--- src/rtl/ooo_pkg.sv ---
// Shared out-of-order core definitions: default tag width, logical-FU op
// code width and the logical op code encodings.
package ooo_pkg;
  localparam int TAG_W_DEF = 6;
  localparam int OP_W      = 4;

  typedef enum logic [OP_W-1:0] {
    OP_ADD  = 4'b0000,
    OP_SLL  = 4'b0001,
    OP_SLT  = 4'b0010,
    OP_SLTU = 4'b0011,
    OP_XOR  = 4'b0100,
    OP_SR   = 4'b0101,
    OP_OR   = 4'b0110,
    OP_AND  = 4'b0111
  } logic_op_e;
endpackage

--- src/rtl/logical_rs_if.sv ---
// Bus bundle around the logical reservation station.
//   master : dispatch / CDB / FU-control side (drives alloc_*, cdb_*, flush,
//            fu_stall; receives alloc_ready, issue_*, count)
//   slave  : the station itself
interface logical_rs_if #(
  parameter int XLEN    = 32,
  parameter int ENTRIES = 4,
  parameter int TAG_W   = ooo_pkg::TAG_W_DEF
);
  import ooo_pkg::*;
  localparam int CNT_W = $clog2(ENTRIES + 1);

  logic                  alloc_valid;
  logic                  alloc_ready;
  logic [OP_W-1:0]       alloc_type;
  logic                  alloc_a_rdy;
  logic [XLEN-1:0]       alloc_a_val;
  logic [TAG_W-1:0]      alloc_a_tag;
  logic                  alloc_b_rdy;
  logic [XLEN-1:0]       alloc_b_val;
  logic [TAG_W-1:0]      alloc_b_tag;
  logic [TAG_W-1:0]      alloc_dest_tag;
  logic                  cdb_valid;
  logic [TAG_W-1:0]      cdb_tag;
  logic [XLEN-1:0]       cdb_data;
  logic                  flush;
  logic                  fu_stall;
  logic                  issue_valid;
  logic [OP_W-1:0]       issue_type;
  logic [XLEN-1:0]       issue_a;
  logic [XLEN-1:0]       issue_b;
  logic [TAG_W-1:0]      issue_dest_tag;
  logic [CNT_W-1:0]      count;

  modport master (
    output alloc_valid, alloc_type, alloc_a_rdy, alloc_a_val, alloc_a_tag,
           alloc_b_rdy, alloc_b_val, alloc_b_tag, alloc_dest_tag,
           cdb_valid, cdb_tag, cdb_data, flush, fu_stall,
    input  alloc_ready, issue_valid, issue_type, issue_a, issue_b,
           issue_dest_tag, count
  );

  modport slave (
    input  alloc_valid, alloc_type, alloc_a_rdy, alloc_a_val, alloc_a_tag,
           alloc_b_rdy, alloc_b_val, alloc_b_tag, alloc_dest_tag,
           cdb_valid, cdb_tag, cdb_data, flush, fu_stall,
    output alloc_ready, issue_valid, issue_type, issue_a, issue_b,
           issue_dest_tag, count
  );
endinterface

--- src/rtl/rs_age_select.sv ---
// Age matrix and oldest-ready picker.
//   clk, rst    : clock, sync active-high reset
//   alloc_en    : an entry is being written this edge
//   alloc_idx   : index of that entry
//   free        : registered free vector of the station
//   cand        : entries eligible to issue
//   grant       : one-hot oldest candidate
//   grant_valid : any candidate exists
module rs_age_select #(
  parameter int ENTRIES = 4,
  parameter int IDX_W   = $clog2(ENTRIES)
) (
  input  logic               clk,
  input  logic               rst,
  input  logic               alloc_en,
  input  logic [IDX_W-1:0]   alloc_idx,
  input  logic [ENTRIES-1:0] free,
  input  logic [ENTRIES-1:0] cand,
  output logic [ENTRIES-1:0] grant,
  output logic               grant_valid
);
  // age_q[i][j] = 1 : entry i is older than entry j
  logic [ENTRIES-1:0][ENTRIES-1:0] age_q, age_d;
  logic [ENTRIES-1:0]              blk;

  // New entry is younger than every live entry: row cleared (diagonal
  // included, so it stays 0), column set from the live vector.
  always_comb begin
    age_d = age_q;
    if (alloc_en) begin
      for (int i = 0; i < ENTRIES; i++) begin
        for (int j = 0; j < ENTRIES; j++) begin
          if (IDX_W'(i) == alloc_idx)      age_d[i][j] = 1'b0;
          else if (IDX_W'(j) == alloc_idx) age_d[i][j] = ~free[i];
        end
      end
    end
  end

  // A candidate is blocked if any older candidate exists; ages form a total
  // order over live entries so at most one candidate survives.
  always_comb begin
    blk = '0;
    for (int i = 0; i < ENTRIES; i++)
      for (int j = 0; j < ENTRIES; j++)
        blk[i] = blk[i] | (cand[j] & age_q[j][i]);
    grant       = cand & ~blk;
    grant_valid = |cand;
  end

  always_ff @(posedge clk) begin
    if (rst) age_q <= '0;
    else     age_q <= age_d;
  end
endmodule

--- src/rtl/logical_rs.sv ---
// Reservation station feeding the logical FU. Buffers dispatched ops,
// captures missing operands from the CDB by tag, and issues the oldest
// ready entry into registered FU-facing outputs.
//   clk, rst : clock, sync active-high reset
//   rs       : slave side of logical_rs_if (alloc_*, cdb_*, flush,
//              fu_stall in; alloc_ready, issue_*, count out)
module logical_rs
  import ooo_pkg::*;
#(
  parameter int XLEN    = 32,
  parameter int ENTRIES = 4,
  parameter int TAG_W   = TAG_W_DEF
) (
  input  logic         clk,
  input  logic         rst,
  logical_rs_if.slave  rs
);
  localparam int IDX_W = $clog2(ENTRIES);
  localparam int CNT_W = $clog2(ENTRIES + 1);

  typedef struct packed {
    logic             v;
    logic [OP_W-1:0]  op;
    logic             a_rdy;
    logic [XLEN-1:0]  a_val;
    logic [TAG_W-1:0] a_tag;
    logic             b_rdy;
    logic [XLEN-1:0]  b_val;
    logic [TAG_W-1:0] b_tag;
    logic [TAG_W-1:0] dest;
  } ent_t;

  typedef struct packed {
    logic [OP_W-1:0]  op;
    logic [XLEN-1:0]  a;
    logic [XLEN-1:0]  b;
    logic [TAG_W-1:0] dest;
  } iss_t;

  ent_t [ENTRIES-1:0] ent_q, ent_d;
  ent_t               new_ent;
  iss_t               iss_q, iss_d;
  logic               iss_vld_q, iss_vld_d;
  logic [CNT_W-1:0]   cnt_q, cnt_d;

  logic [ENTRIES-1:0] vld, cand, gnt;
  logic               gnt_vld, alloc_rdy, alloc_fire, issue_fire;
  logic [IDX_W-1:0]   alloc_idx, gnt_idx;

  always_comb begin
    for (int i = 0; i < ENTRIES; i++) begin
      vld[i]  = ent_q[i].v;
      cand[i] = ent_q[i].v & ent_q[i].a_rdy & ent_q[i].b_rdy;
    end
  end

  // Registered occupancy only: a slot freed by this cycle's issue is not
  // offered until next cycle.
  assign alloc_rdy  = ~&vld;
  assign alloc_fire = rs.alloc_valid & alloc_rdy & ~rs.flush;
  assign issue_fire = ~rs.fu_stall & gnt_vld & ~rs.flush;

  always_comb begin
    alloc_idx = '0;
    for (int i = ENTRIES - 1; i >= 0; i--)
      if (!vld[i]) alloc_idx = IDX_W'(i);
  end

  always_comb begin
    gnt_idx = '0;
    for (int i = 0; i < ENTRIES; i++)
      if (gnt[i]) gnt_idx = gnt_idx | IDX_W'(i);
  end

  rs_age_select #(.ENTRIES(ENTRIES), .IDX_W(IDX_W)) u_age (
    .clk         (clk),
    .rst         (rst),
    .alloc_en    (alloc_fire),
    .alloc_idx   (alloc_idx),
    .free        (~vld),
    .cand        (cand),
    .grant       (gnt),
    .grant_valid (gnt_vld)
  );

  // Incoming op, with same-cycle CDB bypass for operands not yet ready.
  always_comb begin
    new_ent       = '0;
    new_ent.v     = 1'b1;
    new_ent.op    = rs.alloc_type;
    new_ent.a_rdy = rs.alloc_a_rdy;
    new_ent.a_val = rs.alloc_a_val;
    new_ent.a_tag = rs.alloc_a_tag;
    new_ent.b_rdy = rs.alloc_b_rdy;
    new_ent.b_val = rs.alloc_b_val;
    new_ent.b_tag = rs.alloc_b_tag;
    new_ent.dest  = rs.alloc_dest_tag;
    if (!rs.alloc_a_rdy && rs.cdb_valid && rs.cdb_tag == rs.alloc_a_tag) begin
      new_ent.a_rdy = 1'b1;
      new_ent.a_val = rs.cdb_data;
    end
    if (!rs.alloc_b_rdy && rs.cdb_valid && rs.cdb_tag == rs.alloc_b_tag) begin
      new_ent.b_rdy = 1'b1;
      new_ent.b_val = rs.cdb_data;
    end
  end

  always_comb begin
    ent_d = ent_q;
    if (rs.cdb_valid) begin
      for (int i = 0; i < ENTRIES; i++) begin
        if (!ent_q[i].a_rdy && ent_q[i].a_tag == rs.cdb_tag) begin
          ent_d[i].a_rdy = 1'b1;
          ent_d[i].a_val = rs.cdb_data;
        end
        if (!ent_q[i].b_rdy && ent_q[i].b_tag == rs.cdb_tag) begin
          ent_d[i].b_rdy = 1'b1;
          ent_d[i].b_val = rs.cdb_data;
        end
      end
    end
    if (issue_fire) ent_d[gnt_idx].v = 1'b0;
    // alloc_idx is a free slot, never the one issuing
    if (alloc_fire) ent_d[alloc_idx] = new_ent;
    if (rs.flush)
      for (int i = 0; i < ENTRIES; i++) ent_d[i].v = 1'b0;
  end

  always_comb begin
    cnt_d = '0;
    for (int i = 0; i < ENTRIES; i++) cnt_d = cnt_d + CNT_W'(ent_d[i].v);
  end

  always_comb begin
    iss_d     = iss_q;
    iss_vld_d = iss_vld_q;
    if (rs.flush) begin
      iss_vld_d = 1'b0;
    end else if (!rs.fu_stall) begin
      iss_vld_d = gnt_vld;
      if (gnt_vld)
        iss_d = '{op: ent_q[gnt_idx].op, a: ent_q[gnt_idx].a_val,
                  b: ent_q[gnt_idx].b_val, dest: ent_q[gnt_idx].dest};
    end
  end

  always_ff @(posedge clk) begin
    if (rst) begin
      ent_q     <= '0;
      iss_q     <= '0;
      iss_vld_q <= 1'b0;
      cnt_q     <= '0;
    end else begin
      ent_q     <= ent_d;
      iss_q     <= iss_d;
      iss_vld_q <= iss_vld_d;
      cnt_q     <= cnt_d;
    end
  end

  assign rs.alloc_ready    = alloc_rdy;
  assign rs.issue_valid    = iss_vld_q;
  assign rs.issue_type     = iss_q.op;
  assign rs.issue_a        = iss_q.a;
  assign rs.issue_b        = iss_q.b;
  assign rs.issue_dest_tag = iss_q.dest;
  assign rs.count          = cnt_q;
endmodule

--- src/flat_wrapper.sv ---
// flat-port wrapper written by rule: the top's interface ports become plain ports
module logical_rs_flat import ooo_pkg::*;
#(
  parameter int XLEN    = 32,
  parameter int ENTRIES = 4,
  parameter int TAG_W   = TAG_W_DEF
)
  (clk, rst, rs_alloc_valid, rs_alloc_type, rs_alloc_a_rdy, rs_alloc_a_val, rs_alloc_a_tag, rs_alloc_b_rdy, rs_alloc_b_val, rs_alloc_b_tag, rs_alloc_dest_tag, rs_cdb_valid, rs_cdb_tag, rs_cdb_data, rs_flush, rs_fu_stall, rs_alloc_ready, rs_issue_valid, rs_issue_type, rs_issue_a, rs_issue_b, rs_issue_dest_tag, rs_count);
  logical_rs_if #(.XLEN(XLEN), .ENTRIES(ENTRIES), .TAG_W(TAG_W)) rs_i ();
  input  logic clk;
  input  logic rst;
  input wire logic [$bits(rs_i.alloc_valid)-1:0] rs_alloc_valid;
  input wire logic [$bits(rs_i.alloc_type)-1:0] rs_alloc_type;
  input wire logic [$bits(rs_i.alloc_a_rdy)-1:0] rs_alloc_a_rdy;
  input wire logic [$bits(rs_i.alloc_a_val)-1:0] rs_alloc_a_val;
  input wire logic [$bits(rs_i.alloc_a_tag)-1:0] rs_alloc_a_tag;
  input wire logic [$bits(rs_i.alloc_b_rdy)-1:0] rs_alloc_b_rdy;
  input wire logic [$bits(rs_i.alloc_b_val)-1:0] rs_alloc_b_val;
  input wire logic [$bits(rs_i.alloc_b_tag)-1:0] rs_alloc_b_tag;
  input wire logic [$bits(rs_i.alloc_dest_tag)-1:0] rs_alloc_dest_tag;
  input wire logic [$bits(rs_i.cdb_valid)-1:0] rs_cdb_valid;
  input wire logic [$bits(rs_i.cdb_tag)-1:0] rs_cdb_tag;
  input wire logic [$bits(rs_i.cdb_data)-1:0] rs_cdb_data;
  input wire logic [$bits(rs_i.flush)-1:0] rs_flush;
  input wire logic [$bits(rs_i.fu_stall)-1:0] rs_fu_stall;
  output wire logic [$bits(rs_i.alloc_ready)-1:0] rs_alloc_ready;
  output wire logic [$bits(rs_i.issue_valid)-1:0] rs_issue_valid;
  output wire logic [$bits(rs_i.issue_type)-1:0] rs_issue_type;
  output wire logic [$bits(rs_i.issue_a)-1:0] rs_issue_a;
  output wire logic [$bits(rs_i.issue_b)-1:0] rs_issue_b;
  output wire logic [$bits(rs_i.issue_dest_tag)-1:0] rs_issue_dest_tag;
  output wire logic [$bits(rs_i.count)-1:0] rs_count;
  assign rs_i.alloc_valid = rs_alloc_valid;
  assign rs_i.alloc_type = rs_alloc_type;
  assign rs_i.alloc_a_rdy = rs_alloc_a_rdy;
  assign rs_i.alloc_a_val = rs_alloc_a_val;
  assign rs_i.alloc_a_tag = rs_alloc_a_tag;
  assign rs_i.alloc_b_rdy = rs_alloc_b_rdy;
  assign rs_i.alloc_b_val = rs_alloc_b_val;
  assign rs_i.alloc_b_tag = rs_alloc_b_tag;
  assign rs_i.alloc_dest_tag = rs_alloc_dest_tag;
  assign rs_i.cdb_valid = rs_cdb_valid;
  assign rs_i.cdb_tag = rs_cdb_tag;
  assign rs_i.cdb_data = rs_cdb_data;
  assign rs_i.flush = rs_flush;
  assign rs_i.fu_stall = rs_fu_stall;
  assign rs_alloc_ready = rs_i.alloc_ready;
  assign rs_issue_valid = rs_i.issue_valid;
  assign rs_issue_type = rs_i.issue_type;
  assign rs_issue_a = rs_i.issue_a;
  assign rs_issue_b = rs_i.issue_b;
  assign rs_issue_dest_tag = rs_i.issue_dest_tag;
  assign rs_count = rs_i.count;
  logical_rs #(.XLEN(XLEN), .ENTRIES(ENTRIES), .TAG_W(TAG_W)) u_core (.clk(clk), .rst(rst), .rs(rs_i));
endmodule
--- config.mk ---
export PLATFORM = sky130hd
export DESIGN_NAME = logical_rs_flat
export DESIGN_NICKNAME = d
export VERILOG_FILES = /design/src/rtl/ooo_pkg.sv /design/src/rtl/logical_rs_if.sv /design/src/rtl/rs_age_select.sv /design/src/rtl/logical_rs.sv /design/src/flat_wrapper.sv
export SDC_FILE = /design/constraint.sdc
export NUM_CORES = 1
export LEC_CHECK = 0
export ABC_CLOCK_PERIOD_IN_PS = 5800
export CAP_MARGIN = 20
export CORE_MARGIN = 2
export CORE_UTILIZATION = 50
export DETAILED_ROUTE_END_ITERATION = 12
export PLACE_DENSITY = 0.71
export REMOVE_ABC_BUFFERS = 1
export SLEW_MARGIN = 15
export SYNTH_ARGS = -nofsm -noshare
export SYNTH_HDL_FRONTEND = slang
export SYNTH_SLANG_ARGS = --single-unit
--- constraint.sdc ---
create_clock -name clk -period 5.8 [get_ports clk]
set_input_delay 1.45 -clock clk [delete_from_list [all_inputs] [get_ports clk]]
set_output_delay 1.45 -clock clk [all_outputs]
set_load 0.05 [all_outputs]
==> metrics.csv <==
metric;value;unit
CTS HTree Levels;2;
crit path from;rs_cdb_tag[0];
leakage;7.74;nW
Avg Vias per Cell;6.30;
clk buf depth;3;
startpoint types;input port;
main flop type after synthesis;dfxtp_1;
Synth-to-Final Area Change;16.6;%
utilization after layout;0.593;
VDD IR max;0.185;mV
sequential area share after synthesis;0.403;
Clock Pin Slew Worst Setup and Hold Paths;60;ps
Synthesis Warnings;0;
Worst Path Required;6290;ps
drt wl/cell;22.2;um
synth unique cells;41;
drc violations;0;
status;finished clean;
Core ar.;43300;um^2
Mapped Cells;2414;
grt total ovfl;0;
Yosys reg bits;443;
number of global-route vias before repair;19366;
Worst Reg-to-Reg Cells;6;
fin crit period;3950;ps
I/O pin cnt;211;
fillcell total;3767;
max_cap viols;0;
CTS tree;built;
CP arrival;4450;ps
Final Non-Filler Cells;3074;
setup violators final;0;
clk_lat worst skew;600;ps
placed cell count;2984;
Die Footprint;45700;um^2
DRT iter0 DRCs;1925;
GPL Wtd Cong;0.855;
final net count;2588;
capturing point of the worst reg2reg path;u_core.rs.issue_a[6]$_SDFFE_PP0P_;
worst setup path class;input port to flip-flop;
I/O Buffers;210;
Die Ht;214;um
final wirelength;68400;um
share of post-route cells with drive strength above 1;0.0760;
post_cts resized;0;
Num CTS Buffers;49;
final max-slew violation count;0;
Min Hold Slack;450;ps
end of the critical path;u_core.ent_q[54]$_SDFF_PP0_;
Placed Area;24000;um^2
Mapped Area;22000;um^2
Antenna Nets Post-Route;0;
final worst-path cycle share;0.682;
EDFF count, synth;0;
DR vias;19378;
setup_tns;0;ps
final hold vios;0;
Overall Global Routing Usage;0.294;
clock skew;19.3;ps
Max Freq;253;MHz
post-route cell area;25600;um^2
Synth async-reset ratio;0;
crit end category;flip-flop;
RSZ-0062 raised after global routing;false;
flop-to-flop setup slack;2310;ps
reg2reg start;u_core.ent_q[88]$_SDFF_PP0_;
largest net degree at the start of global routing;155;
first-pass GRT wire length;107000;um
CP Max Fanout;46;
root buffer cell;clkbuf_16;
synth top area cells;dfxtp_1 (40%), mux2i_1 (12%), a211oi_1 (12%);
CTS Hold Bufs;0;
syn avg cell area;9.11;um^2
DIE WIDTH;214;um
CTS Sinks;443;
drt pass-1 iters;8;
relative slew slack;0.280;
FP Rows;76;
actual slew at the worst max-slew pin;1080;ps
area leader, netlist;dfxtp_1;
postcts setup bufs;0;
HP Class;flip-flop to flip-flop;
post-synth top area share;0.403;
antenna violations before repair;2;
Pwr Density;271;nW/um^2
HPWL after DPL;39100;um
Initial Util;0.508;
metrics by stage:
stage,total power (W),setup slack [ps]
floorplan,0.00349,-224
global placement,0.00378,1380
detailed placement,0.00379,1320
CTS,0.00698,1890
global route,0.00714,1660
finish,0.00695,1850
registers in the layout, summed over array words and instances, names as in the netlist:
register,flops
u_core.ent_q,356
u_core.rs.issue_a,32
u_core.rs.issue_b,32
u_core.u_age.age_q,9
u_core.rs.issue_dest_tag,6
u_core.rs.issue_type,4
u_core.rs.count,3
u_core.rs.issue_valid,1
area by class of cell:
type / count / area [um^2] / area share
clock inverter: 11 / 134 / 0.00522
inverter: 38 / 143 / 0.00556
tap: 585 / 732 / 0.0285
sequential: 443 / 8870 / 0.346
antenna: 2 / 5.00 / 0.000195
timing repair buffer: 254 / 2540 / 0.0989
multi-input combinational: 1664 / 11700 / 0.456
clock buffer: 77 / 1520 / 0.0594
per-layer routing:
metal	routed length (um)	part of all wire	GRT usage
met1	28900	0.42	0.382
met2	32200	0.47	0.493
met3	5180	0.076	0.0466
met4	2010	0.029	0.112
met5	13	0.00019	0
cell usage in the layout, fill, tap and decap left out, types with 10 or more instances in the layout:
cell type,instances
buf_4,36
a222oi_1,74
a21oi_1,94
xnor2_1,52
mux2_2,47
dfxtp_1,443
nand4_1,21
clkbuf_1,11
o21a_1,64
clkbuf_8,15
mux2i_1,258
clkdlybuf4s50_1,209
nand2_1,190
nor3_1,339
clkbuf_16,51
nor2b_1,10
nor2_1,87
a211oi_1,338
inv_1,38
mux2_1,27
power breakdown:
group          total (W)  internal [W]  switching, W  leakage (nW)
combinational   0.000598      0.000247      0.000350          3.33
sequential       0.00314       0.00311     0.0000368          3.59
clock            0.00321       0.00193       0.00129         0.824
logic make-up (layout without fill, tap and decap cells):
family / after synthesis / count (layout) / share of synthesized area
simple gates: 685 / 685 / 0.150
compound gates: 581 / 581 / 0.196
flops: 443 / 443 / 0.403
mux: 332 / 332 / 0.155
buf+inv: 307 / 380 / 0.0674
xor+xnor: 60 / 60 / 0.0239
fa+ha+maj: 6 / 6 / 0.00376
other cells: 0 / 2 / 0
critical path, cell delays in order:
cell	delay, ps
clkdlybuf4s50_1	700
xnor2_1	390
nand3_4	630
buf_4	470
nor3_1	400
nor3_1	90
a211oi_1	260
Yosys cell counts (all sizes together), types with 10 or more instances:
cell and count:
a211oi 338, a21oi 94, a222oi 74, buf 124, clkbuf 145, dfxtp 443
inv 38, mux2 74, mux2i 258, nand2 193, nand3 11, nand4 21
nor2 87, nor2b 10, nor3 339, o21a 64, xnor2 52
how the worst min path moves through the flow:
stage / startpoint / end / slack (ps) / cells after the start
after floorplan: u_core.ent_q[89]$_SDFFE_PP0P_ / u_core.ent_q[89]$_SDFFE_PP0P_ / 430 / 2
after CTS: u_core.ent_q[90]$_SDFFE_PP0P_ / u_core.ent_q[90]$_SDFFE_PP0P_ / 450 / 2
after detailed placement: u_core.ent_q[90]$_SDFFE_PP0P_ / u_core.ent_q[90]$_SDFFE_PP0P_ / 450 / 2
after global routing: u_core.ent_q[263]$_SDFFE_PP0P_ / u_core.ent_q[263]$_SDFFE_PP0P_ / 470 / 2
final: u_core.ent_q[86]$_SDFFE_PP0P_ / u_core.ent_q[86]$_SDFFE_PP0P_ / 450 / 2
after global placement: u_core.ent_q[89]$_SDFFE_PP0P_ / u_core.ent_q[89]$_SDFFE_PP0P_ / 440 / 2
No activity file was read; power rests on OpenSTA's default activity.
